`src/rtl/brg_sram_word_seq.sv`:
```
`default_nettype none
// ============================================================================
//  Module      : brg_sram_word_seq
//  Description : Sequences 32-bit word requests onto a byte-wide SRAM, one
//                byte lane per cycle in ascending lane order. Reads assemble
//                the four returned bytes into a word. Writes report data 0.
//                Optional feature macro: BRG_SRAM_WORD_SEQ_WRITE_MASK_EN.
//                When it is defined, write lanes whose mask bit is 0 are
//                skipped. When it is undefined, every write covers all four
//                lanes.
//  Revision    : 1.0 - initial release
// ============================================================================
module brg_sram_word_seq #(
  parameter int word_addr_width_p  = 8,
  parameter int sram_addr_width_lp = word_addr_width_p + 2
) (
  input  logic                          clk_i,
  input  logic                          reset_i,
  input  logic                          v_i,
  output logic                          ready_o,
  input  logic                          w_i,
  input  logic [word_addr_width_p-1:0]  addr_i,
  input  logic [31:0]                   data_i,
  input  logic [3:0]                    mask_i,
  output logic                          v_o,
  output logic [31:0]                   data_o,
  input  logic                          yumi_i,
  output logic                          sram_v_o,
  output logic                          sram_w_o,
  output logic [sram_addr_width_lp-1:0] sram_addr_o,
  output logic [7:0]                    sram_data_o,
  input  logic [7:0]                    sram_data_i
);

  typedef enum logic [1:0] {
    IDLE   = 2'd0,
    ACCESS = 2'd1,
    RESP   = 2'd2
  } state_e;

  state_e                         state_q, state_d;
  logic                           w_q, w_d;
  logic [word_addr_width_p-1:0]   addr_q, addr_d;
  logic [31:0]                    wdata_q, wdata_d;
  logic [31:0]                    word_q, word_d;
  // Lanes still to be issued for the current request, one bit per lane.
  logic [3:0]                     rem_q, rem_d;
  // Lane whose read byte arrives in the current cycle (valid when cap_q).
  logic [1:0]                     lane_q, lane_d;
  logic                           cap_q, cap_d;

  logic [3:0]                     mask_eff;
  logic [3:0]                     rem_next;
  logic [1:0]                     cur_lane;
  logic                           issue;
  logic                           accept;

`ifdef BRG_SRAM_WORD_SEQ_WRITE_MASK_EN
  assign mask_eff = mask_i;
`else
  logic unused_mask;
  assign unused_mask = ^mask_i;
  assign mask_eff    = 4'hF;
`endif

  assign ready_o = (state_q == IDLE) && !reset_i;
  assign accept  = v_i && ready_o;
  // A lane goes out every ACCESS cycle that still has lanes left. The final
  // ACCESS cycle of a read has none left and only captures the last byte.
  assign issue   = (state_q == ACCESS) && (rem_q != 4'b0000) && !reset_i;

  // Lowest pending lane, so lanes go out in ascending order and masked lanes cost no cycle
  always_comb begin
    cur_lane = 2'd3;
    if (rem_q[0])      cur_lane = 2'd0;
    else if (rem_q[1]) cur_lane = 2'd1;
    else if (rem_q[2]) cur_lane = 2'd2;
  end

  assign rem_next    = rem_q & ~(4'b0001 << cur_lane);

  assign sram_v_o    = issue;
  assign sram_w_o    = issue && w_q;
  assign sram_addr_o = sram_addr_width_lp'({addr_q, cur_lane});
  assign sram_data_o = wdata_q[8*cur_lane +: 8];

  assign v_o         = (state_q == RESP) && !reset_i;
  assign data_o      = v_o ? word_q : 32'h0;

  // Next-state, request capture, byte assembly and lane bookkeeping
  always_comb begin
    state_d = state_q;
    w_d     = w_q;
    addr_d  = addr_q;
    wdata_d = wdata_q;
    word_d  = word_q;
    rem_d   = rem_q;
    lane_d  = lane_q;
    cap_d   = 1'b0;

    // The SRAM returns read data one cycle after issue; land it in its lane.
    if (cap_q) begin
      word_d[8*lane_q +: 8] = sram_data_i;
    end

    case (state_q)
      IDLE: begin
        lane_d = 2'd0;
        if (accept) begin
          w_d     = w_i;
          addr_d  = addr_i;
          wdata_d = data_i;
          word_d  = 32'h0;
          rem_d   = w_i ? mask_eff : 4'hF;
          // A write with no enabled lanes has nothing to do on the SRAM.
          state_d = (w_i && (mask_eff == 4'b0000)) ? RESP : ACCESS;
        end
      end
      ACCESS: begin
        if (issue) begin
          rem_d  = rem_next;
          lane_d = cur_lane;
          cap_d  = !w_q;
          if (w_q && (rem_next == 4'b0000)) begin
            state_d = RESP;
          end
        end else begin
          // Read drain: the last lane's byte is captured in this cycle.
          state_d = RESP;
        end
      end
      RESP: begin
        if (yumi_i) begin
          state_d = IDLE;
          lane_d  = 2'd0;
        end
      end
      default: begin
        state_d = IDLE;
      end
    endcase
  end

  // State and datapath registers with synchronous reset
  always_ff @(posedge clk_i) begin
    if (reset_i) begin
      state_q <= IDLE;
      w_q     <= 1'b0;
      addr_q  <= '0;
      wdata_q <= 32'h0;
      word_q  <= 32'h0;
      rem_q   <= 4'b0000;
      lane_q  <= 2'd0;
      cap_q   <= 1'b0;
    end else begin
      state_q <= state_d;
      w_q     <= w_d;
      addr_q  <= addr_d;
      wdata_q <= wdata_d;
      word_q  <= word_d;
      rem_q   <= rem_d;
      lane_q  <= lane_d;
      cap_q   <= cap_d;
    end
  end

endmodule
`default_nettype wire

```
`config.mk`:
```
export PLATFORM = sky130hd
export DESIGN_NAME = brg_sram_word_seq
export DESIGN_NICKNAME = d
export VERILOG_FILES = /design/src/rtl/brg_sram_word_seq.sv
export SDC_FILE = /design/constraint.sdc
export NUM_CORES = 1
export LEC_CHECK = 0
export BUFFER_PORTS_ARGS = -buffer_cell sky130_fd_sc_hd__buf_2
export CAP_MARGIN = 10
export CORE_AREA = 2 2 99 101
export CTS_CLUSTER_DIAMETER = 120
export DETAILED_ROUTE_END_ITERATION = 10
export DIE_AREA = 0 0 101 103
export PLACE_DENSITY = 0.75
export SYNTH_ARGS = -nofsm -noshare
export SYNTH_HDL_FRONTEND = slang
export SYNTH_SLANG_ARGS = --single-unit
```
`constraint.sdc`:
```
create_clock -name clk_i -period 3.5 [get_ports clk_i]
set_input_delay 0.35 -clock clk_i [delete_from_list [all_inputs] [get_ports clk_i]]
set_output_delay 0.35 -clock clk_i [all_outputs]
set_load 0.05 [all_outputs]
```
==> results.py <==
metrics = {
    "detailed_routing": {
        "ant_nets": 0,
        "vias_per_cell": 4.88,
        "wl_per_cell_um": 12.6,
        "drc_errors": 0,
        "drt_wl_total_mm": 8.12,
        "drtPass1Iterations": 4,
        "first_iter_violations": 137,
        "num_vias": 3149,
    },
    "floorplanning": {
        "die_w_um": 101,
        "die_h_um": 103,
        "fp.coreArea_um2": 9460,
        "rows": 36,
        "die_area_um2": 10400,
        "ios": 111,
        "initial_core_util_pct": 38.6,
    },
    "pwr": {
        "clockPowerShare_pct": 34.8,
        "p_sw_w": 0.000615,
        "combPwrFrac_pct": 16.5,
        "power.internal_w": 0.00152,
        "max-vdd-ir-drop_uv": 341,
        "seqPwrFrac_pct": 48.7,
        "powerDensity_nw_per_um2": 486,
        "totalPowerFinal_w": 0.00213,
        "p_sw_share_pct": 28.8,
        "p_leak_nw": 1.85,
    },
    "timing": {
        "period_share_pct": 66.9,
        "fin_setup_tns_ps": 0,
        "fin_crit_ps": 2340,
        "slew_viol_final": 0,
        "relSlewSlack_pct": 32.7,
        "max_freq_mhz": 427,
        "rsz0062_at_grt": "false",
        "worst_pin_slew_ps": 1010,
        "hold_viol_final": 0,
        "fin_worst_skew_ps": 3.52,
        "setup_viol": 0,
    },
    "critical_path": {
        "start_kind": "flip-flop",
        "ff2ff_path_depth": 5,
        "end_kind": "output pin",
        "crit_slowest_cell": "dfxtp_1",
        "path_delay_family": "flip-flops",
        "worst-path-max-fanout": 21,
        "arrival_ps": 1990,
        "crit_type": "reg -> out",
        "critical_path_depth": 4,
        "path_buf_inv": 1,
        "critPathRequiredTime_ps": 3150,
        "slowest_delay_ps": 730,
        "worstPathCellList": "nor2_1 > a21oi_1 > and2_1 > buf_2",
    },
    "clock_tree": {
        "cts_sinks": 82,
        "clk_latency_ps": 340,
        "post-cts-setup-buffers": 0,
        "cts_buffers": 9,
        "cts_tree": "built",
        "cts_root_buffer": "clkbuf_8",
        "htreeDepth": 3,
        "holdBufCountCts": 0,
        "clk_pin_slew_worst_paths_ps": 80,
        "postCtsResizedCells": 0,
        "clockBufferDepth": 2,
    },
    "global_routing": {
        "grt_pass1_vias": 2799,
        "antenna_found_initial": 0,
        "grt_usage_pct": 16.0,
        "grt_pass1_wl_mm": 13.3,
        "overflow": 0,
        "grt_max_degree": 84,
    },
    "run": {
        "cap_violations": 0,
    },
    "synthesis": {
        "synthFlopType": "dfxtp_1",
        "syn_area_um2": 3650,
        "yosysSeqAreaShare_pct": 44.9,
        "synth-seq-cells": 82,
        "synth_edf_count": 0,
        "ys_async_sr_fraction_pct": 0,
        "syn_nets": 496,
        "syn_inst": 434,
        "syn_avg_cell_area_um2": 8.42,
        "ys_types": 36,
        "yosys_warnings": 0,
    },
    "min_path": {
        "whs_path_depth": 3,
        "min_path_type": "in -> reg",
    },
    "final_layout": {
        "antennaDiodeCount": 0,
        "stdcell_count": 645,
        "layout-drive-gt1-share_pct": 24.9,
        "area_delta_synth_final_pct": 20.1,
        "final_nets": 588,
    },
    "placement": {
        "dp_cells": 629,
        "gp_congestion": 0.798,
        "port_buffers": 106,
        "place_hpwl_mm": 5.62,
    },
    "outcome": {
        "status": "finished, final reports clean",
    },
}
final timing paths:
kind | slack [ps] | endpoint | start
setup reg to reg | 1470 | word_q[6]$_SDFF_PP0_ | lane_q[0]$_SDFFE_PP0P_
hold / removal | 200 | wdata_q[3]$_SDFFE_PP0P_ | data_i[3]
setup / recovery | 1160 | sram_w_o | rem_q[0]$_SDFFE_PP0P_
hold reg to reg | 470 | addr_q[7]$_SDFFE_PP0P_ | addr_q[7]$_SDFFE_PP0P_
power groups by stage:
stage               clock, W  sequential (W)  combinational, W
floorplan                  0         0.00107          0.000258
global placement           0         0.00106          0.000348
detailed placement         0         0.00106          0.000354
CTS                 0.000768         0.00104          0.000355
global route        0.000809         0.00105          0.000389
finish              0.000742         0.00104          0.000353
final cells by class:
type / instances / area (µm²)
repair buffers: 107 / 538
inverters: 7 / 26.3
multi-input cells: 319 / 1820
flip-flops and latches: 82 / 1640
clock buffers: 11 / 141
fillers: 944 / 5070
clock inverters: 5 / 77.6
well taps: 114 / 143
stage by stage:
step / utilization (%) / hold slack (ps) / instance area [µm²] / setup WS, ps
after detailed placement: 44.1 / 455 / 4170 / 1420
after global placement: 44.1 / 437 / 4170 / 1460
after global routing: 46.4 / 192 / 4390 / 928
after CTS: 46.4 / 181 / 4390 / 1120
final: 46.4 / 202 / 4390 / 1160
after floorplan: - / 427 / 3650 / 874
synthesized netlist by cell type (2+ instances only):
library cell | count | share of area, %
dfxtp_1 | 82 | 45
nand2_1 | 63 | 6.5
nor2_1 | 45 | 4.6
nand2b_1 | 43 | 7.4
o21ai_1 | 34 | 4.7
and2_1 | 33 | 5.7
a22oi_1 | 31 | 6.4
o21ai_0 | 19 | 2.6
a21oi_1 | 15 | 2.1
clkbuf_1 | 9 | 0.92
buf_2 | 8 | 1.1
mux2i_1 | 8 | 2.2
inv_1 | 7 | 0.72
buf_6 | 6 | 1.8
ha_1 | 5 | 1.7
a21o_1 | 3 | 0.62
buf_4 | 3 | 0.62
nor3_4 | 2 | 0.89
cell usage in the layout, fill, tap and decap left out, types with 2 or more instances in the layout:
master / count
nand2_1: 63
bufinv_16: 2
dfxtp_1: 82
buf_2: 106
a22oi_1: 31
nor3_4: 2
clkinv_2: 2
nor2_1: 45
and2_1: 33
mux2i_1: 8
o21ai_1: 34
o21ai_0: 19
a21o_1: 3
ha_1: 5
clkbuf_8: 10
inv_1: 7
nand2b_1: 43
a21oi_1: 15
per-layer routing:
metal | vias up | track usage [%] | routed length, µm
met1 | 1407 | 21.7 | 3820
met3 | 6 | 5.08 | 531
li1 | 1629 | - | -
met2 | 107 | 24.6 | 3700
met4 | 0 | 4.37 | 66
met5 | - | 0 | 0
worst register-to-register path: cells and delay by family (launching register included):
kind | cells | cell delay [ps]
compound gates | 1 | 140
buf+inv | 1 | 160
flops | 1 | 570
fa+ha+maj | 1 | 450
simple gates | 2 | 650
state kept, by name (all words and copies together), names as in the netlist:
name	flops
w_q	1
word_q	32
rem_q	4
state_q	2
cap_q	1
wdata_q	32
lane_q	2
addr_q	8
cells by family (layout without fill, tap and decap cells):
group | count (synthesis) | count (layout) | synth area share (%)
AND/OR/NAND/NOR | 199 | 199 | 28.5
AO/OA/AOI/OAI | 107 | 107 | 17.4
adder cells (fa/ha/maj) | 5 | 5 | 1.71
buffers and inverters | 33 | 130 | 5.21
flip-flops | 82 | 82 | 44.9
multiplexers | 8 | 8 | 2.19
Note: power is estimated with default switching activity, not from simulation.
